## config.mk

```make
export PLATFORM = sky130hd
export DESIGN_NAME = tap_ir_controller
export DESIGN_NICKNAME = d
export VERILOG_FILES = /design/src/rtl/tap_ir_controller.sv
export SDC_FILE = /design/constraint.sdc
export NUM_CORES = 1
export LEC_CHECK = 0
export ABC_AREA = 1
export CAP_MARGIN = 20
export CELL_PAD_IN_SITES_DETAIL_PLACEMENT = 2
export CELL_PAD_IN_SITES_GLOBAL_PLACEMENT = 2
export CORE_UTILIZATION = 20
export CTS_CLUSTER_SIZE = 16
export DETAILED_ROUTE_END_ITERATION = 8
export GPL_ROUTABILITY_DRIVEN = 0
export PLACE_DENSITY_LB_ADDON = 0.1
export SYNTH_ARGS = -nofsm -noshare
export SYNTH_HDL_FRONTEND = slang
export SYNTH_SLANG_ARGS = --single-unit
```

## constraint.sdc

```tcl
create_clock -name clock -period 1.07 [get_ports clock]
set_input_delay 0.1605 -clock clock [delete_from_list [all_inputs] [get_ports clock]]
set_output_delay 0.1605 -clock clock [all_outputs]
set_load 0.005 [all_outputs]
```

## src/rtl/tap_ir_controller.sv

```systemverilog
// tap_ir_controller
//   IEEE 1149.1-style TAP controller with a 2-bit instruction register and
//   a 1-bit bypass register. Feeds the downstream 4:1 TDO select mux
//   (ir1/ir2 selects, bypass_tdo) and produces the shift-enable and
//   capture/update strobes for the boundary-scan and internal-scan chains.
//
// Ports:
//   clock       in   test clock, all state changes on the rising edge
//   reset       in   synchronous, active-high reset
//   tms         in   test mode select
//   tdi         in   serial test data in
//   ir1, ir2    out  instruction register bits 0 and 1 (mux selects)
//   bypass_tdo  out  bypass register output
//   ir_tdo      out  LSB of the IR shift stage (serial out in Shift-IR)
//   tdo_sel_ir  out  high in Shift-IR
//   shift_dr    out  high in Shift-DR
//   capture_dr  out  high in Capture-DR
//   update_dr   out  high in Update-DR
//   bs_se       out  boundary-scan shift enable (Shift-DR, IR=01)
//   int_se      out  internal-scan shift enable (Shift-DR, IR=11)
//   tlr         out  high in Test-Logic-Reset
//   state       out  current TAP state code
module tap_ir_controller #(
  parameter logic [1:0] IR_RESET   = 2'b10,
  parameter logic [1:0] IR_CAPTURE = 2'b01
) (
  input  logic       clock,
  input  logic       reset,
  input  logic       tms,
  input  logic       tdi,
  output logic       ir1,
  output logic       ir2,
  output logic       bypass_tdo,
  output logic       ir_tdo,
  output logic       tdo_sel_ir,
  output logic       shift_dr,
  output logic       capture_dr,
  output logic       update_dr,
  output logic       bs_se,
  output logic       int_se,
  output logic       tlr,
  output logic [3:0] state
);

  typedef enum logic [3:0] {
    ST_TLR     = 4'hF,
    ST_RTI     = 4'hC,
    ST_SEL_DR  = 4'h7,
    ST_CAP_DR  = 4'h6,
    ST_SH_DR   = 4'h2,
    ST_EX1_DR  = 4'h1,
    ST_PAUSE_DR= 4'h3,
    ST_EX2_DR  = 4'h0,
    ST_UPD_DR  = 4'h5,
    ST_SEL_IR  = 4'h4,
    ST_CAP_IR  = 4'hE,
    ST_SH_IR   = 4'hA,
    ST_EX1_IR  = 4'h9,
    ST_PAUSE_IR= 4'hB,
    ST_EX2_IR  = 4'h8,
    ST_UPD_IR  = 4'hD
  } tap_state_t;

  tap_state_t state_reg;
  tap_state_t state_next;

  logic [1:0] ir_reg;        // active instruction {ir2, ir1}
  logic [1:0] ir_shift_reg;  // IR capture/shift stage
  logic       bypass_reg;

  // ---------------------------------------------------------------------
  // State register
  // ---------------------------------------------------------------------
  always_ff @(posedge clock) begin
    if (reset) begin
      state_reg <= ST_TLR;
    end else begin
      state_reg <= state_next;
    end
  end

  // ---------------------------------------------------------------------
  // Next-state logic
  // ---------------------------------------------------------------------
  always_comb begin
    state_next = state_reg;
    case (state_reg)
      ST_TLR:      state_next = tms ? ST_TLR      : ST_RTI;
      ST_RTI:      state_next = tms ? ST_SEL_DR   : ST_RTI;
      ST_SEL_DR:   state_next = tms ? ST_SEL_IR   : ST_CAP_DR;
      ST_CAP_DR:   state_next = tms ? ST_EX1_DR   : ST_SH_DR;
      ST_SH_DR:    state_next = tms ? ST_EX1_DR   : ST_SH_DR;
      ST_EX1_DR:   state_next = tms ? ST_UPD_DR   : ST_PAUSE_DR;
      ST_PAUSE_DR: state_next = tms ? ST_EX2_DR   : ST_PAUSE_DR;
      ST_EX2_DR:   state_next = tms ? ST_UPD_DR   : ST_SH_DR;
      ST_UPD_DR:   state_next = tms ? ST_SEL_DR   : ST_RTI;
      ST_SEL_IR:   state_next = tms ? ST_TLR      : ST_CAP_IR;
      ST_CAP_IR:   state_next = tms ? ST_EX1_IR   : ST_SH_IR;
      ST_SH_IR:    state_next = tms ? ST_EX1_IR   : ST_SH_IR;
      ST_EX1_IR:   state_next = tms ? ST_UPD_IR   : ST_PAUSE_IR;
      ST_PAUSE_IR: state_next = tms ? ST_EX2_IR   : ST_PAUSE_IR;
      ST_EX2_IR:   state_next = tms ? ST_UPD_IR   : ST_SH_IR;
      ST_UPD_IR:   state_next = tms ? ST_SEL_DR   : ST_RTI;
      default:     state_next = ST_TLR;
    endcase
  end

  // ---------------------------------------------------------------------
  // Data registers. Their actions depend on the state being left, so the
  // edge that exits Shift-DR/Shift-IR still shifts once.
  // ---------------------------------------------------------------------
  always_ff @(posedge clock) begin
    if (reset) begin
      ir_reg       <= IR_RESET;
      ir_shift_reg <= 2'b00;
      bypass_reg   <= 1'b0;
    end else begin
      case (state_reg)
        ST_CAP_IR: ir_shift_reg <= IR_CAPTURE;
        ST_SH_IR:  ir_shift_reg <= {tdi, ir_shift_reg[1]};
        default:   ir_shift_reg <= ir_shift_reg;
      endcase

      case (state_reg)
        ST_UPD_IR: ir_reg <= ir_shift_reg;
        ST_TLR:    ir_reg <= IR_RESET;
        default:   ir_reg <= ir_reg;
      endcase

      case (state_reg)
        ST_CAP_DR: bypass_reg <= 1'b0;
        ST_SH_DR:  bypass_reg <= tdi;
        default:   bypass_reg <= bypass_reg;
      endcase
    end
  end

  // ---------------------------------------------------------------------
  // Moore outputs, decoded from registered state only
  // ---------------------------------------------------------------------
  always_comb begin
    tdo_sel_ir = 1'b0;
    shift_dr   = 1'b0;
    capture_dr = 1'b0;
    update_dr  = 1'b0;
    tlr        = 1'b0;
    case (state_reg)
      ST_SH_IR:  tdo_sel_ir = 1'b1;
      ST_SH_DR:  shift_dr   = 1'b1;
      ST_CAP_DR: capture_dr = 1'b1;
      ST_UPD_DR: update_dr  = 1'b1;
      ST_TLR:    tlr        = 1'b1;
      default:   ;
    endcase
    bs_se      = shift_dr && (ir_reg == 2'b01);
    int_se     = shift_dr && (ir_reg == 2'b11);
    ir1        = ir_reg[0];
    ir2        = ir_reg[1];
    ir_tdo     = ir_shift_reg[0];
    bypass_tdo = bypass_reg;
    state      = state_reg;
  end

endmodule

```

* Word-level counts from Yosys, hierarchy flattened
Index checks and enable logic that the tools add are counted.
** Storage, ports and cells
- Bits in registers :: 9
- Input port bits :: 4
- Output and inout bits :: 15
- Logic and storage cells :: 51
** Operators by class
- Eq/ne operators :: 17
- Muxes and demuxes :: 21
- Reduce and logical (&&, ||, !) cells :: 9
** Operators with widths (number)
- one-hot mux 4 bit (12 select lines) :: 1
- equality test 4 bit (second input constant) :: 8
- equality test 4 x 3 -> 1 bit (second input constant) :: 4
- two-way mux 2 bit :: 6
- two-way mux 3 bit :: 4
- equality test 4 x 2 -> 1 bit (second input constant) :: 2
- one-hot mux 2 bit (2 select lines) :: 2
- two-way mux 1 bit :: 6
- nonzero test 2 bit :: 3
- equality test 4 x 1 -> 1 bit (second input constant) :: 1
- logical NOT 4 bit :: 1
- two-way mux 4 bit :: 1
- OR reduction 2 bit :: 2
- OR reduction 3 bit :: 1
- equality test 2 x 1 -> 1 bit (second input constant) :: 1
- equality test 2 bit (second input constant) :: 1
- logical AND 1 bit :: 2
- one-hot mux 1 bit (2 select lines) :: 1

* Longest topological paths before layout
Gate-level depths: netlist of run 1.
- Depth after elaboration :: 3
- Gate-level depth with buffers :: 7
- Mapped depth without buffers :: 7

* Worst setup path before layout of run 1
OpenSTA, ideal clock, no wires.
- Path kind :: reg-to-output
- Start point :: register state_reg[1], in the netlist state[1]
- End point :: output port bs_se
- Data arrival time :: 0.916 ns
- Data required time :: 0.910 ns
- Path slack :: -0.007 ns
- Cell stages (with the launch flop) :: 7
- Path buffers :: 0
- Path through :: dfxtp_1 -> inv_2 -> nor2_4 -> nand2_2 -> inv_2 -> nand2_1 -> nor2_2
** On the way
- Longest elaborated chain between the ends :: 3
** Ends and longest elaborated chain
- start: declaration :: RTL line 64 : tap_state_t state_reg;
- start signal: assignment :: RTL line 78 : state_reg <= state_next;
- equality test 4 x 2 -> 1 bit :: RTL line 147 : case (state_reg)
- two-way mux 1 bit :: RTL line 147
- net shift_dr :: RTL line 36 : output logic shift_dr,
- logical AND 1 bit :: RTL line 155 : bs_se = shift_dr && (ir_reg == 2'b01);
- end: declaration :: RTL line 39 : output logic bs_se,
The timed path passes the listed nets, and every way through them passes these cells.

* Final worst setup path of run 1
- Start point :: register state_reg[2], in the netlist state[2]
- End point :: output port bs_se
** On the way
- Longest elaborated chain between the ends :: 3
** Ends and longest elaborated chain (RTL line)
- equality test 4 x 2 -> 1 bit :: 147
- two-way mux 1 bit :: 147
- logical AND 1 bit :: 155
No other way between the ends.

==> flow_summary.ini, run 1 <==
[status]
outcome = finished, violations left
violations = negative setup slack

[job]
cap_viol_max_count = 0

[finish]
layout_commonest_cell = buf_4
largest_register_ffs = 4
regArea_um2 = 196
multi_input_area_um2 = 390
diodes = 0
syn2layout_area_growth_pct = 122
layout_common_cells = 25 x buf_4, 14 x nand2_1, 12 x buf_6
fillCellCount = 264
nets = 140
drive_gt1_share_pct = 63.0
stdcell_area_um2 = 1110

[drt]
vias = 792
wl_met2_mm = 1.55
drt-met1-wl_mm = 1.31
routedWlPerCell_um = 18.9
drcViolationCount = 0
routed.top_layer = met4
drt_first_pass_iters = 4
drtAntennaViolNets = 0
dr_wl_met3_um = 114
drt_iter0_markers = 10
vias_per_cell = 4.86
drt-total-wl_mm = 3.08

[logic_synthesis]
synth_top_family_by_area = simple AND/OR/NAND/NOR gates
yosys.area_share.simple_pct = 46.0
synth.avg_cell_area_um2 = 6.21
synthMuxAreaShare_pct = 0
synth_cell_types = 17
synth_adder_area_share_pct = 0
syn_inst = 81
ys_seq_area_share_pct = 35.8
syn-cell-area_um2 = 503
synth_fp_nets = 85
synth-compound-area-share_pct = 8.96
yosysWarnings = 0
ys_ff_latch = 9
synth-xor-area-share_pct = 0

[setup_path]
arrival_ps = 1200
worst-setup-path-type = flip-flop to primary output
worstSetupStartpoint = state[2]
worst_setup_path_start_kind = flip-flop
critical_path_required_ps = 910
cp_cell_sequence = nor2_2 > nand2_2 > inv_2 > nand2_2 > nor2_2 > buf_2
r2r-start = state[1]
crit_family = flip-flops
crit_fanout = 4
r2r-end = state[3]
rr_worst_depth = 8
worst_setup_path_end_kind = primary output
critPathSlowestCell = dfxtp_4
worst_path_largest_cell_delay_ps = 370
r2r_slack_ps = -90
critical_path_buf_inv_count = 2

[floorplanning]
ios = 19
die_h_um = 52.2
row_count = 17
start_util_pct = 21.9
dieArea_um2 = 2720
die-width_um = 52.2
coreArea_um2 = 2300

[global_route]
overflow = 0
grt_pass1_wl_mm = 4.61
antenna_found_initial = 0
grt_pass1_vias = 855
grt_usage_pct = 25.3
grt_max_degree = 7

[timing]
setup_slack_ps = -294
min_period_ps = 1360
rsz0062_at_grt = yes
setup_viol_count_final = 14
drv_slew = 0
slew_headroom_pct = 83.1
max_slew.worst_pin.slew_ps = 253
fin_setup_tns_ps = -1970
finalClockSkew_ps = 2.07
fin_crit_sh_pct = 127
timing.fmax_mhz = 733
finalHoldViolCount = 0

[hold_path]
worstHoldPathType = primary input to flip-flop
holdPathEnd = bypass_tdo
holdCritStartpoint = tdi
holdPathStages = 3

[power]
p_leak_nw = 0.555
ir_drop_mv = 1.47
power_density_nw_per_um2 = 3020

[cts]
cts_buffer_depth = 2
path_clk_slew_ps = 70
insertion_delay_ps = 290
clock_sinks = 9
cts_tree = built
clock_tree.root_cell = clkbuf_4
cts_made_buffers = 3
cts-htree-levels = 1

[place]
numPortBuffers = 18
post-place-ws_ps = -390
dp_hpwl_mm = 1.72
place_area_um2 = 880
## cells in the mapped netlist (all sizes together)
cell / count / area share [%]
o21ai: 6 / 6.0
nand4: 1 / 1.2
nor2: 17 / 15
inv: 9 / 6.7
nand2: 23 / 18
nand3: 9 / 9.0
a21oi: 3 / 3.0
dfxtp: 9 / 36
buf: 2 / 2.5
nor3: 2 / 3.0
## what timing repair did
item,CTS,global route
pin swaps,7,6
setup buffers,14,1
setup endpoints to repair,23,18
hold buffers,0,0
gates resized for setup,78,22
endpoints found under the hold margin,0,0
## metrics by stage
stage          hold WS (ps)  power [mW]  std cells  utilization [%]
2_1_floorplan           230        1.21         81                -
3_3_place_gp            458        2.17        148             38.3
3_5_place_dp            494        2.23        148             38.3
4_1_cts                 498        2.99        162             45.7
5_1_grt                 500        3.55        163             48.5
6_report                482        3.37        163             48.5
## where the power goes
| part | internal (mW) | switching (mW) |
|---|---|---|
| combinational | 1.18 | 1.22 |
| clock | 0.146 | 0.157 |
| sequential | 0.505 | 0.161 |
## logic make-up (layout without fill, tap and decap cells)
family,Yosys count,count (layout)
AO/OA/AOI/OAI,9,9
buffers and inverters,11,65
flip-flops,9,9
AND/OR/NAND/NOR,52,52
## layer usage
layer / vias to the layer above / GRT usage [%]
li1: 370 / -
met1: 378 / 27.8
met2: 29 / 46.8
met3: 15 / 5.26
met4: 0 / 9.65
met5: - / 0
## worst max-delay path by stage
| stage | end | slack (ps) | depth (start not counted) |
|---|---|---|---|
| 3_5_place_dp | bs_se | -390 | 6 |
| 5_1_grt | bs_se | -340 | 7 |
| 3_3_place_gp | bs_se | -370 | 6 |
| 4_1_cts | update_dr | -260 | 5 |
| 6_report | bs_se | -290 | 6 |
| 2_1_floorplan | bs_se | 40 | 6 |
## cell type report
type                    count  share of cell area (%)
clock buffers               4                    2.36
inverters                   9                    3.03
multi-input cells          61                    35.0
flip-flops and latches      9                    17.6
well taps                  28                    3.14
repair buffers             52                    38.8
## worst min-delay path: stages
cell	delay, ps
clkdlybuf4s50_1	420
nand3_1	90
a21oi_1	60
No activity file was read; power rests on OpenSTA's default activity.
==> run 2, diff against run 1 <==
--- a/config.mk
+++ b/config.mk
@@ -10,10 +10,12 @@
 export CELL_PAD_IN_SITES_DETAIL_PLACEMENT = 2
 export CELL_PAD_IN_SITES_GLOBAL_PLACEMENT = 2
 export CORE_UTILIZATION = 20
+export CTS_CLUSTER_DIAMETER = 80
 export CTS_CLUSTER_SIZE = 16
 export DETAILED_ROUTE_END_ITERATION = 8
 export GPL_ROUTABILITY_DRIVEN = 0
 export PLACE_DENSITY_LB_ADDON = 0.1
+export SKIP_CTS_REPAIR_TIMING = 1
 export SYNTH_ARGS = -nofsm -noshare
 export SYNTH_HDL_FRONTEND = slang
 export SYNTH_SLANG_ARGS = --single-unit
==> run 2 against run 1 <==
Net effect: the flow still finishes with violations (negative setup slack); clock power decreased by 5%; final cell count decreased by 0.61%; clock skew increased by 2.1 ps; critical path type unchanged; critical endpoint unchanged; largest power group unchanged; worst setup slack got worse by 88 ps; routed wire length increased by 4.9%; first-iteration DRC count decreased by 60%; highest routed layer unchanged; critical path depth increased by 2.
==> flow_summary.ini, run 2 (same netlist as run 1, synthesis figures left out) <==
[floorplanning]
dieArea_um2 = 2720
die_h_um = 52.2
row_count = 17
coreArea_um2 = 2300
ios = 19
start_util_pct = 21.9
die-width_um = 52.2

[finish]
layout_common_cells = 21 x buf_4, 14 x nand2_1, 13 x buf_6
fillCellCount = 258
largest_register_ffs = 4
layout_commonest_cell = buf_4
syn2layout_area_growth_pct = 130
diodes = 0
stdcell_area_um2 = 1160
drive_gt1_share_pct = 64.9
nets = 139

[drt]
routedWlPerCell_um = 19.9
drt_first_pass_iters = 4
drt-total-wl_mm = 3.23
drcViolationCount = 0
drt_iter0_markers = 4
drtAntennaViolNets = 0
vias = 764
vias_per_cell = 4.72

[place]
place_area_um2 = 880
dp_hpwl_mm = 1.72
post-place-ws_ps = -390
numPortBuffers = 18

[timing]
timing.fmax_mhz = 689
fin_setup_tns_ps = -2790
hold_ws_ps = 484
setup_viol_count_final = 15
finalClockSkew_ps = 4.15
drv_slew = 0
finalHoldViolCount = 0
rsz0062_at_grt = yes
slew_headroom_pct = 86.0
setup_slack_ps = -382
min_period_ps = 1450
max_slew.worst_pin.slew_ps = 208
fin_crit_sh_pct = 136

[power]
ir_drop_mv = 1.42
power.internal_mw = 1.88
switching_power_mw = 1.61
clkPwrFrac_pct = 8.2
sequentialPowerShare_pct = 19.8
switching_share_pct = 46.1
power.total_mw = 3.49
p_comb_share_pct = 72.0
power_density_nw_per_um2 = 3010
p_leak_nw = 0.613

[job]
cap_viol_max_count = 0

[setup_path]
arrival_ps = 1290
critical_path_required_ps = 910
crit_fanout = 3
worst-setup-path-type = flip-flop to primary output
worst_setup_path_end_kind = primary output
worst_setup_path_start_kind = flip-flop

[global_route]
grt_usage_pct = 18.3
overflow = 0
grt_pass1_vias = 741
antenna_found_initial = 0
grt_max_degree = 8
grt_pass1_wl_mm = 3.49

[status]
outcome = finished, violations left
violations = negative setup slack

[cts]
cts_tree = built
insertion_delay_ps = 270
cts_made_buffers = 3
cts-htree-levels = 1
path_clk_slew_ps = 70
clock_tree.root_cell = clkbuf_4
cts_buffer_depth = 2
clock_sinks = 9

[hold_path]
worstHoldPathType = flip-flop to flip-flop
run 2: power by group through the flow:
stage               Clock [mW]  Sequential, mW  Combinational, mW
finish                   0.287           0.691               2.51
floorplan                    0           0.610              0.601
global placement             0           0.615               1.56
CTS                      0.294           0.616               1.62
global route             0.307           0.707               2.67
detailed placement           0           0.624               1.60
run 2: critical path: stages (launching register included):
cell     delay [ps]
dfxtp_2         350
inv_2            60
nor2_4          150
buf_6           120
nand2_4          40
inv_2            60
nand2_2          50
nor2_2           90
buf_2           110
run 2: final cells by class:
cell class / instances / area, um2 / area share, %
Clock buffer: 4 / 26.3 / 2.27
Tap cell: 28 / 35.0 / 3.02
Multi-Input combinational cell: 61 / 408 / 35.2
Timing Repair Buffer: 51 / 449 / 38.8
Sequential cell: 9 / 196 / 17.0
Inverter: 9 / 43.8 / 3.78
run 2: path summary, 6_finish.rpt:
check	start	endpoint	slack [ps]	cells past startpoint
hold reg to reg	bypass_tdo	bypass_tdo	480	2
hold / removal	bypass_tdo	bypass_tdo	480	2
setup reg to reg	state[0]	state[0]	-200	8
setup / recovery	state[1]	bs_se	-380	8
run 2: through the flow:
stage	util (%)	cells
2_1_floorplan	-	81
3_3_place_gp	38.3	148
3_5_place_dp	38.3	148
4_1_cts	39.4	152
5_1_grt	50.4	162
6_report	50.4	162
run 2: layer usage:
layer	track usage [%]	up-vias	share of wire, %
li1	-	361	-
met1	21.9	369	41
met2	32.3	26	52
met3	5.26	8	4.1
met4	3.95	0	2.4
met5	0	-	0
==> RTL edit (settings of run 1) <==
Reset style: asynchronous (`reset`), changed in 2 clocked blocks. Comments in the files are not updated.
--- a/src/rtl/tap_ir_controller.sv
+++ b/src/rtl/tap_ir_controller.sv
@@ -71,7 +71,7 @@
   // ---------------------------------------------------------------------
   // State register
   // ---------------------------------------------------------------------
-  always_ff @(posedge clock) begin
+  always_ff @(posedge clock or posedge reset) begin
     if (reset) begin
       state_reg <= ST_TLR;
     end else begin
@@ -109,7 +109,7 @@
   // Data registers. Their actions depend on the state being left, so the
   // edge that exits Shift-DR/Shift-IR still shifts once.
   // ---------------------------------------------------------------------
-  always_ff @(posedge clock) begin
+  always_ff @(posedge clock or posedge reset) begin
     if (reset) begin
       ir_reg       <= IR_RESET;
       ir_shift_reg <= 2'b00;
Function: differs if reset is asserted again (counterexample within 4 cycles, from zero or initial values and one cycle with reset high); with reset held inactive, the same outputs for 10 cycles.
==> RTL edit against run 1 <==
  * The run still ends with negative setup slack left
  * Clock power rose by 3%
  * Sequential cell count did not move
  * Routed wire length increased by 42%
  * Final area is 28% higher
  * Area after synthesis up 8.2%
  * Power up 56%
  * Synthesized cell count did not move
  * Register-to-register slack got worse by 450 ps
  * Core utilization up 7.9 points
  * Worst setup slack worse by 250 ps
  * Critical path type is now flip-flop to flip-flop
  * Highest routed layer unchanged
==> RTL edit: results (changes against run 1) <==
[metrics] violations in the final reports: negative setup slack (unchanged)
[metrics] category of the most critical setup path: flip-flop to flip-flop (was flip-flop to output port)
[metrics] cell type of the slowest stage on the worst timing path: dfstp_2 (was dfxtp_4)
[metrics] average wire length per cell after detail routing: 24.1 µm (was 18.9 µm)
[metrics] GRT Util Overall: 28.4% (was 25.3%)
[metrics] Crit Reg-Reg Startpoint: state[2] (was state[1])
[metrics] wire length of the first global-routing pass: 5390 µm (was 4610 µm)
[metrics] final number of setup-violating endpoints: 22 (was 14)
[metrics] fraction of final layout cells sized beyond drive strength 1: 72.4% (was 63.0%)
[metrics] worst path arrival time: 1830 ps (was 1200 ps)
[metrics] Synth async-reset ratio: 100% (was 0%)
[metrics] via count: 900 (was 792)
[metrics] register area share after synthesis: 42.5% (was 35.8%)
[metrics] met3 capacity usage during global routing: 3.11% (was 5.26%)
[metrics] M1 GR Usage: 33.9% (was 27.8%)
[metrics] largest net degree at the start of global routing: 10 (was 7)
[metrics] net total in the final layout: 157 (was 140)
[metrics] met2 usage in global routing: 52.0% (was 46.8%)
[metrics] dominant synthesized flop cell: dfstp_2 (was dfxtp_1)
[metrics] Min-Delay Path Class: input pin to asynchronous set/reset pin (was input pin to flip-flop)
[metrics] post-layout worst setup margin: -544 ps (was -294 ps)
[metrics] clock skew: 1.16 ps (was 2.07 ps)
[metrics] ratio of routed vias to standard cells: 4.95 (was 4.86)
[metrics] peak supply drop: 0.00211 V (was 0.00147 V)
[metrics] run status: finished with violations (unchanged)
[metrics] area of placed instances: 957 µm² (was 880 µm²)
[metrics] fillers: 258 (was 264)
[metrics] leakage power: 0.747 nW (was 0.555 nW)
[metrics] distinct cell type count after synthesis: 14 (was 17)
[metrics] top cells by count, synth: nand2_1 (21), inv_1 (15), nor2_1 (10) (was nand2_1 (21), nor2_1 (15), dfxtp_1 (9), nand3_1 (9), inv_1 (6))
[metrics] highest cell delay on the worst timing path: 640 ps (was 370 ps)
[metrics] termination of the worst setup path: state[1] (was bs_se)
[metrics] leading post-synthesis cells by cell area: dfstp_2 (24%), dfrtp_1 (18%), nand2_1 (14%) (was dfxtp_1 (36%), nand2_1 (16%), nor2_1 (11%))
[metrics] vias in the first global route: 930 (was 855)
==> RTL edit: how the worst min path moves through the flow <==
stage               startpoint              end  slack (ps)  cells after the start
detailed placement       reset       bypass_tdo         470                      2
global route             reset       bypass_tdo         180                      2
global placement         reset       bypass_tdo         460                      2
finish                   reset  ir_shift_reg[0]         170                      2
CTS                      reset       bypass_tdo         190                      2
floorplan                reset       bypass_tdo         -20                      1
==> RTL edit: metrics by stage <==
step / utilization (%) / power, mW / TNS (ps) / worst slack, ps
floorplan: - / 1.53 / -99.8 / -44.6
global placement: 37.9 / 2.75 / -5760 / -507
detailed placement: 37.9 / 2.87 / -6370 / -522
CTS: 52.1 / 4.43 / -6020 / -419
global route: 56.4 / 5.45 / -8470 / -571
finish: 56.4 / 5.25 / -7770 / -544
==> RTL edit: timing repair <==
item,in CTS,in global routing
endpoints found under the setup margin,24,24
gates resized for setup,111,22
buffers inserted,27,9
hold endpoints to repair,0,0
pin swaps,18,12
==> RTL edit: cell type report <==
type	count	area share (%)
Clock buffer	4	1.85
Inverter	16	4.75
Multi-Input combinational cell	55	30.6
Sequential cell	9	16.3
Tap cell	30	2.64
Timing Repair Buffer	68	43.9
==> RTL edit: kinds of logic after synthesis <==
kind of cell	after synthesis	share of synthesized area, %
compound gates	10	9.19
buf+inv	17	12.4
flops	9	42.5
simple gates	45	35.9
==> RTL edit: where the power goes <==
part           internal, mW  switching, mW
Combinational          2.08           2.03
Clock                 0.145          0.169
Sequential            0.589          0.239
==> RTL edit: routing by layer <==
layer,vias up,wire [µm]
met3,12,172
met4,0,128
met1,455,1760
met2,40,2320
met5,-,0
li1,393,-
